### src/rtl/digit_serial_adder_if.sv
// digit_serial_adder_if: start/done handshake, operands and result bus for the digit-serial adder
interface digit_serial_adder_if #(
  parameter int WIDTH = 8
) ();
  logic             start;
  logic [WIDTH-1:0] a;
  logic [WIDTH-1:0] b;
  logic             cin;
  logic             sub;
  logic             busy;
  logic             done;
  logic [WIDTH-1:0] sum;
  logic             cout;
  logic             ovf;
  modport master (output start, a, b, cin, sub, input busy, done, sum, cout, ovf);
  modport slave (input start, a, b, cin, sub, output busy, done, sum, cout, ovf);
endinterface

### src/rtl/digit_serial_adder.sv
// digit_serial_adder: WIDTH-bit add/subtract, DIGIT bits per clock through a ripple slice and registered carry
module digit_serial_adder #(
  parameter int WIDTH = 8,
  parameter int DIGIT = 1
) (
  input logic                clk,
  input logic                rst_n,
  digit_serial_adder_if.slave io
);
  localparam int NDIG = WIDTH / DIGIT;
  localparam int CW = NDIG > 1 ? $clog2(NDIG) : 1;
  localparam logic [1:0] IDLE = 2'd0;
  localparam logic [1:0] RUN = 2'd1;
  localparam logic [1:0] DONE = 2'd2;
  logic [1:0]             state_q, state_d;
  logic [CW-1:0]          cnt_q, cnt_d;
  logic [WIDTH-1:0]       a_q, a_d, b_q, b_d, acc_q, acc_d, sum_q, sum_d;
  logic                   c_q, c_d, cout_q, cout_d, ovf_q, ovf_d;
  logic [DIGIT:0]         c;
  logic [DIGIT-1:0]       s;
  logic [WIDTH+DIGIT-1:0] cat;
  logic                   run, last, load, fin;
  assign c[0] = c_q;
  for (genvar i = 0; i < DIGIT; i++) begin : g_fa
    assign s[i]   = a_q[i] ^ b_q[i] ^ c[i];
    assign c[i+1] = (a_q[i] & b_q[i]) | (c[i] & (a_q[i] ^ b_q[i]));
  end
  assign cat  = {s, acc_q};
  assign run  = state_q == RUN;
  assign last = cnt_q == CW'(NDIG - 1);
  assign fin  = run && last;
  assign load = (state_q == IDLE || state_q == DONE) && io.start;
  // Subtraction is a + ~b + 1: invert b at load and force the initial carry to 1.
  always_comb begin
    state_d = load ? RUN : (run ? (last ? DONE : RUN) : IDLE);
    cnt_d   = load ? '0 : (run ? cnt_q + 1'b1 : cnt_q);
    a_d     = load ? io.a : (run ? a_q >> DIGIT : a_q);
    b_d     = load ? io.b ^ {WIDTH{io.sub}} : (run ? b_q >> DIGIT : b_q);
    c_d     = load ? (io.sub | io.cin) : (run ? c[DIGIT] : c_q);
    acc_d   = run ? cat[WIDTH+DIGIT-1:DIGIT] : acc_q;
    sum_d   = fin ? cat[WIDTH+DIGIT-1:DIGIT] : sum_q;
    cout_d  = fin ? c[DIGIT] : cout_q;
    ovf_d   = fin ? c[DIGIT] ^ c[DIGIT-1] : ovf_q;
  end
  always_ff @(posedge clk or negedge rst_n) begin
    if (!rst_n) begin
      state_q <= IDLE;
      cnt_q   <= '0;
      a_q     <= '0;
      b_q     <= '0;
      c_q     <= 1'b0;
      acc_q   <= '0;
      sum_q   <= '0;
      cout_q  <= 1'b0;
      ovf_q   <= 1'b0;
    end else begin
      state_q <= state_d;
      cnt_q   <= cnt_d;
      a_q     <= a_d;
      b_q     <= b_d;
      c_q     <= c_d;
      acc_q   <= acc_d;
      sum_q   <= sum_d;
      cout_q  <= cout_d;
      ovf_q   <= ovf_d;
    end
  end
  assign io.busy = run;
  assign io.done = state_q == DONE;
  assign io.sum  = sum_q;
  assign io.cout = cout_q;
  assign io.ovf  = ovf_q;
endmodule
### src/flat_wrapper.sv
// flat-port wrapper written by rule: the top's interface ports become plain ports
module digit_serial_adder_flat 
#(
  parameter int WIDTH = 8,
  parameter int DIGIT = 1
)
  (clk, rst_n, io_start, io_a, io_b, io_cin, io_sub, io_busy, io_done, io_sum, io_cout, io_ovf);
  digit_serial_adder_if #(.WIDTH(WIDTH)) io_i ();
  input logic clk;
  input logic rst_n;
  input wire logic [$bits(io_i.start)-1:0] io_start;
  input wire logic [$bits(io_i.a)-1:0] io_a;
  input wire logic [$bits(io_i.b)-1:0] io_b;
  input wire logic [$bits(io_i.cin)-1:0] io_cin;
  input wire logic [$bits(io_i.sub)-1:0] io_sub;
  output wire logic [$bits(io_i.busy)-1:0] io_busy;
  output wire logic [$bits(io_i.done)-1:0] io_done;
  output wire logic [$bits(io_i.sum)-1:0] io_sum;
  output wire logic [$bits(io_i.cout)-1:0] io_cout;
  output wire logic [$bits(io_i.ovf)-1:0] io_ovf;
  assign io_i.start = io_start;
  assign io_i.a = io_a;
  assign io_i.b = io_b;
  assign io_i.cin = io_cin;
  assign io_i.sub = io_sub;
  assign io_busy = io_i.busy;
  assign io_done = io_i.done;
  assign io_sum = io_i.sum;
  assign io_cout = io_i.cout;
  assign io_ovf = io_i.ovf;
  digit_serial_adder #(.WIDTH(WIDTH), .DIGIT(DIGIT)) u_core (.clk(clk), .rst_n(rst_n), .io(io_i));
endmodule
### config.mk
export PLATFORM = sky130hd
export DESIGN_NAME = digit_serial_adder_flat
export DESIGN_NICKNAME = d
export VERILOG_FILES = /design/src/rtl/digit_serial_adder_if.sv /design/src/rtl/digit_serial_adder.sv /design/src/flat_wrapper.sv
export SDC_FILE = /design/constraint.sdc
export NUM_CORES = 1
export LEC_CHECK = 0
export CAP_MARGIN = 0
export CORE_MARGIN = 3
export CORE_UTILIZATION = 48
export CTS_BUF_LIST = sky130_fd_sc_hd__clkbuf_2
export CTS_CLUSTER_SIZE = 12
export DETAILED_ROUTE_END_ITERATION = 12
export GPL_TIMING_DRIVEN = 0
export PLACE_DENSITY = 0.81
export RECOVER_POWER = 50
export SLEW_MARGIN = 5
export SYNTH_ARGS = -nofsm -noshare
export SYNTH_HDL_FRONTEND = slang
export SYNTH_SLANG_ARGS = --single-unit
export TNS_END_PERCENT = 100
### constraint.sdc
create_clock -name clk -period 1.6 [get_ports clk]
set_clock_uncertainty 0.1 [all_clocks]
set_input_delay 0.32 -clock clk [delete_from_list [all_inputs] [get_ports clk]]
set_output_delay 0.32 -clock clk [all_outputs]
set_load 0.005 [all_outputs]
==> results.ini, run 1 <==
[floorplanning]
core_area_sq_um=3442
core.rowCount=21
die_h_um=66.67
num_io_pins=33
die_x_um=66.67
die_area_sq_um=4445
start_util_pct=51.33

[layout]
final_util_pct=73.65
fin_nets=246
synthToLayoutAreaGrowth_pct=43.48
drive_gt1_share_pct=29.60
layout.cells.non_filler=269
diodes=0

[status]
status=finished, violations left
violations=negative setup slack

[yosys]
yosys.area_share.simple_pct=16.50
ys_ff_latch=39
synth_edf_count=0
syn_inst=166
synth-xor-area-share_pct=4.462
ys_seq_area_share_pct=55.24
avgSynthCellArea_sq_um=10.64
async_flop_share_pct=100.0
netlist_area_sq_um=1767
synthMostInstantiatedCell=nand2_1
yosysUniqueCellTypes=25
synth_area_leaders=dfrtp_1 (55%), nand2_1 (10%), mux2_4 (5.9%)
ys.flop_type=dfrtp_1
synth_compound_area_share_pct=8.782
netlist.area_leader.share_pct=55.24
muxShareOfSynthArea_pct=7.224
yosys.area.top_type=dfrtp_1
yosys_warnings=0
postSynthNetCount=190
synth_fa_ha_area_share_pct=2.550
ys_top_cells_by_count=nand2_1 (49), dfrtp_1 (39), nor2_1 (15)
synth_top_family_by_area=simple AND/OR/NAND/NOR gates

[power]
internal_power_mw=3.046
powerDensity_nw_per_um2=1879
p_leak_nw=1.214
ir_drop_mv=0.7531
pwr-share-comb_pct=51.1
p_switching_mw=1.717
seqPwrFrac_pct=36.8
power_frac_clock_pct=12.2
p_sw_share_pct=36.05

[critical_path]
crit_type=flop to output port
reg2reg_slack_ps=-10
endpoint_kind=output port
r2r_end=u_core.io.sum[6]
reg2regPathDepth=5
crit_arrival_ps=1270
critPathMaxFanout=2
cp-startpoint=u_core.state_q[0]
cp-start-kind=flop
r2r_start=u_core.cnt_q[1]
required_ps=1180
critPathCapture=io_done

[cts]
cts-root-buf=clkbuf_2
cts_made_buffers=5
clock_path_buffers=2
cts_tree=done
htreeDepth=2
path_clk_slew_ps=190
clock_sinks=39
insertion_delay_ps=400

[placement]
hpwlAfterDp_mm=2.466
globalplace.congestion=0.8080
io_buffers=31
pre_cts_slack_ps=-204.8
placed_cells=243

[timing]
final-setup-viol-count=5
slew_violations=0
setup-tns-final_ps=-123.3
layout_min_cycle_time_ps=1695
fmaxAchievable_ghz=0.5901
grt_setup_unrepaired=yes
whs_ps=279.4
fin_ws_ps=-94.72
hold_violations=0
fin_crit_sh_pct=105.9
tightestPinTransition_ps=936.1
slew_headroom_pct=37.60

[global_routing]
grt_max_degree=40
grt_pass1_wl_mm=6.092
grt_pass1_vias=1334
grt_antenna_before_repair=0
grt_overflow=0
gr-usage-all-layers_pct=18.58

[route]
drc=0
num_vias=1396
drtIter0Drc=106
viasPerCell=5.190
dr.pass1.iters=6
postRouteAntennaNets=0
routed_wl_mm=4.068
wl_per_cell_um=15.12

[flow_run]
drv_cap=0

[hold_path]
min_path_type=input port to flop

-- kinds of logic after synthesis --
| kind of cell | count (synthesis) |
|---|---|
| AND/OR/NAND/NOR | 72 |
| flip-flops | 39 |
| AO/OA/AOI/OAI | 22 |
| buffers and inverters | 12 |
| XOR/XNOR | 9 |
| multiplexers | 9 |
| adder cells (fa/ha/maj) | 3 |
-- flip-flops by register name, indices dropped and copies added, names as in the netlist --
register        count
u_core.a_q          8
u_core.b_q          8
u_core.io.sum       8
u_core.acc_q        7
u_core.cnt_q        3
u_core.state_q      2
u_core.c_q          1
u_core.io.cout      1
u_core.io.ovf       1
-- metrics by stage --
stage / cell area, sq um / power, mW
floorplan: 1767 / 2.926
global placement: 2135 / 3.497
detailed placement: 2130 / 3.580
CTS: 2308 / 4.284
global route: 2535 / 5.111
finish: 2535 / 4.763
-- repair_timing --
action                                 4_1_cts  5_1_grt
gates resized for setup                     28       26
buffers inserted                            12        4
hold buffers                                 1        0
setup endpoints to repair                   19       24
cloned                                       1        2
endpoints found under the hold margin       39        0
pin swaps                                    2        4
-- critical path, stage by stage (launching register included) --
cell and delay (ps):
dfrtp_1 470, buf_6 140, and2b_1 170, buf_2 100
-- power groups by stage --
stage / combinational [mW] / clock (mW) / sequential, mW
floorplan: 1.22 / 0 / 1.71
global placement: 1.76 / 0 / 1.74
detailed placement: 1.81 / 0 / 1.77
CTS: 1.97 / 0.583 / 1.73
global route: 2.66 / 0.634 / 1.81
finish: 2.43 / 0.579 / 1.75
-- how the worst min path moves through the flow --
| stage | start | end | slack (ps) | cells past startpoint |
|---|---|---|---|---|
| 2_1_floorplan | rst_n | u_core.a_q[0] | -80 | 0 |
| 3_3_place_gp | u_core.acc_q[1] | u_core.acc_q[1] | 360 | 2 |
| 3_5_place_dp | rst_n | u_core.io.sum[1] | 370 | 1 |
| 4_1_cts | io_sub | u_core.b_q[5] | 280 | 4 |
| 5_1_grt | io_sub | u_core.b_q[7] | 330 | 3 |
| 6_report | io_sub | u_core.b_q[1] | 280 | 4 |
-- placed cells by master, fill, tap and decap left out, types with 2 or more instances in the layout --
cell             instances
nand2_1                 49
dfrtp_1                 39
clkdlybuf4s50_1         18
buf_4                   15
dlygate4sd2_1           10
mux2_4                   9
nor2_1                   9
xor2_1                   8
buf_6                    6
nor2_2                   6
a31oi_4                  6
a31oi_1                  6
clkbuf_2                 6
a22o_1                   4
buf_2                    3
o21ai_0                  3
nand2b_4                 2
nand3_1                  2
clkbuf_16                2
-- cell type report --
cell class                 count  area, sq um
fill                         245        907.1
clock buffer                   5        25.02
sequential                    39        975.9
buffer                         8        82.58
timing repair buffer          51        488.0
clock inverter                 3        38.79
tap                           46        57.56
multi-input combinational    115        847.1
inverter                       2        20.02
-- routing by layer --
| layer | share of wire [%] | wire, um | track usage [%] |
|---|---|---|---|
| met1 | 41 | 1664 | 22.51 |
| met2 | 53 | 2141 | 31.81 |
| met3 | 4.8 | 197 | 5.565 |
| met4 | 1.6 | 64 | 5.330 |
| met5 | 0 | 0 | 0 |
Note: power is estimated with default switching activity, not from simulation.
==> run 2: changes to the inputs <==
- CTS_CLUSTER_SIZE: 12 -> 8
==> results of run 2 <==
The final DEF is identical to that of run 1; final timing and power are the same.
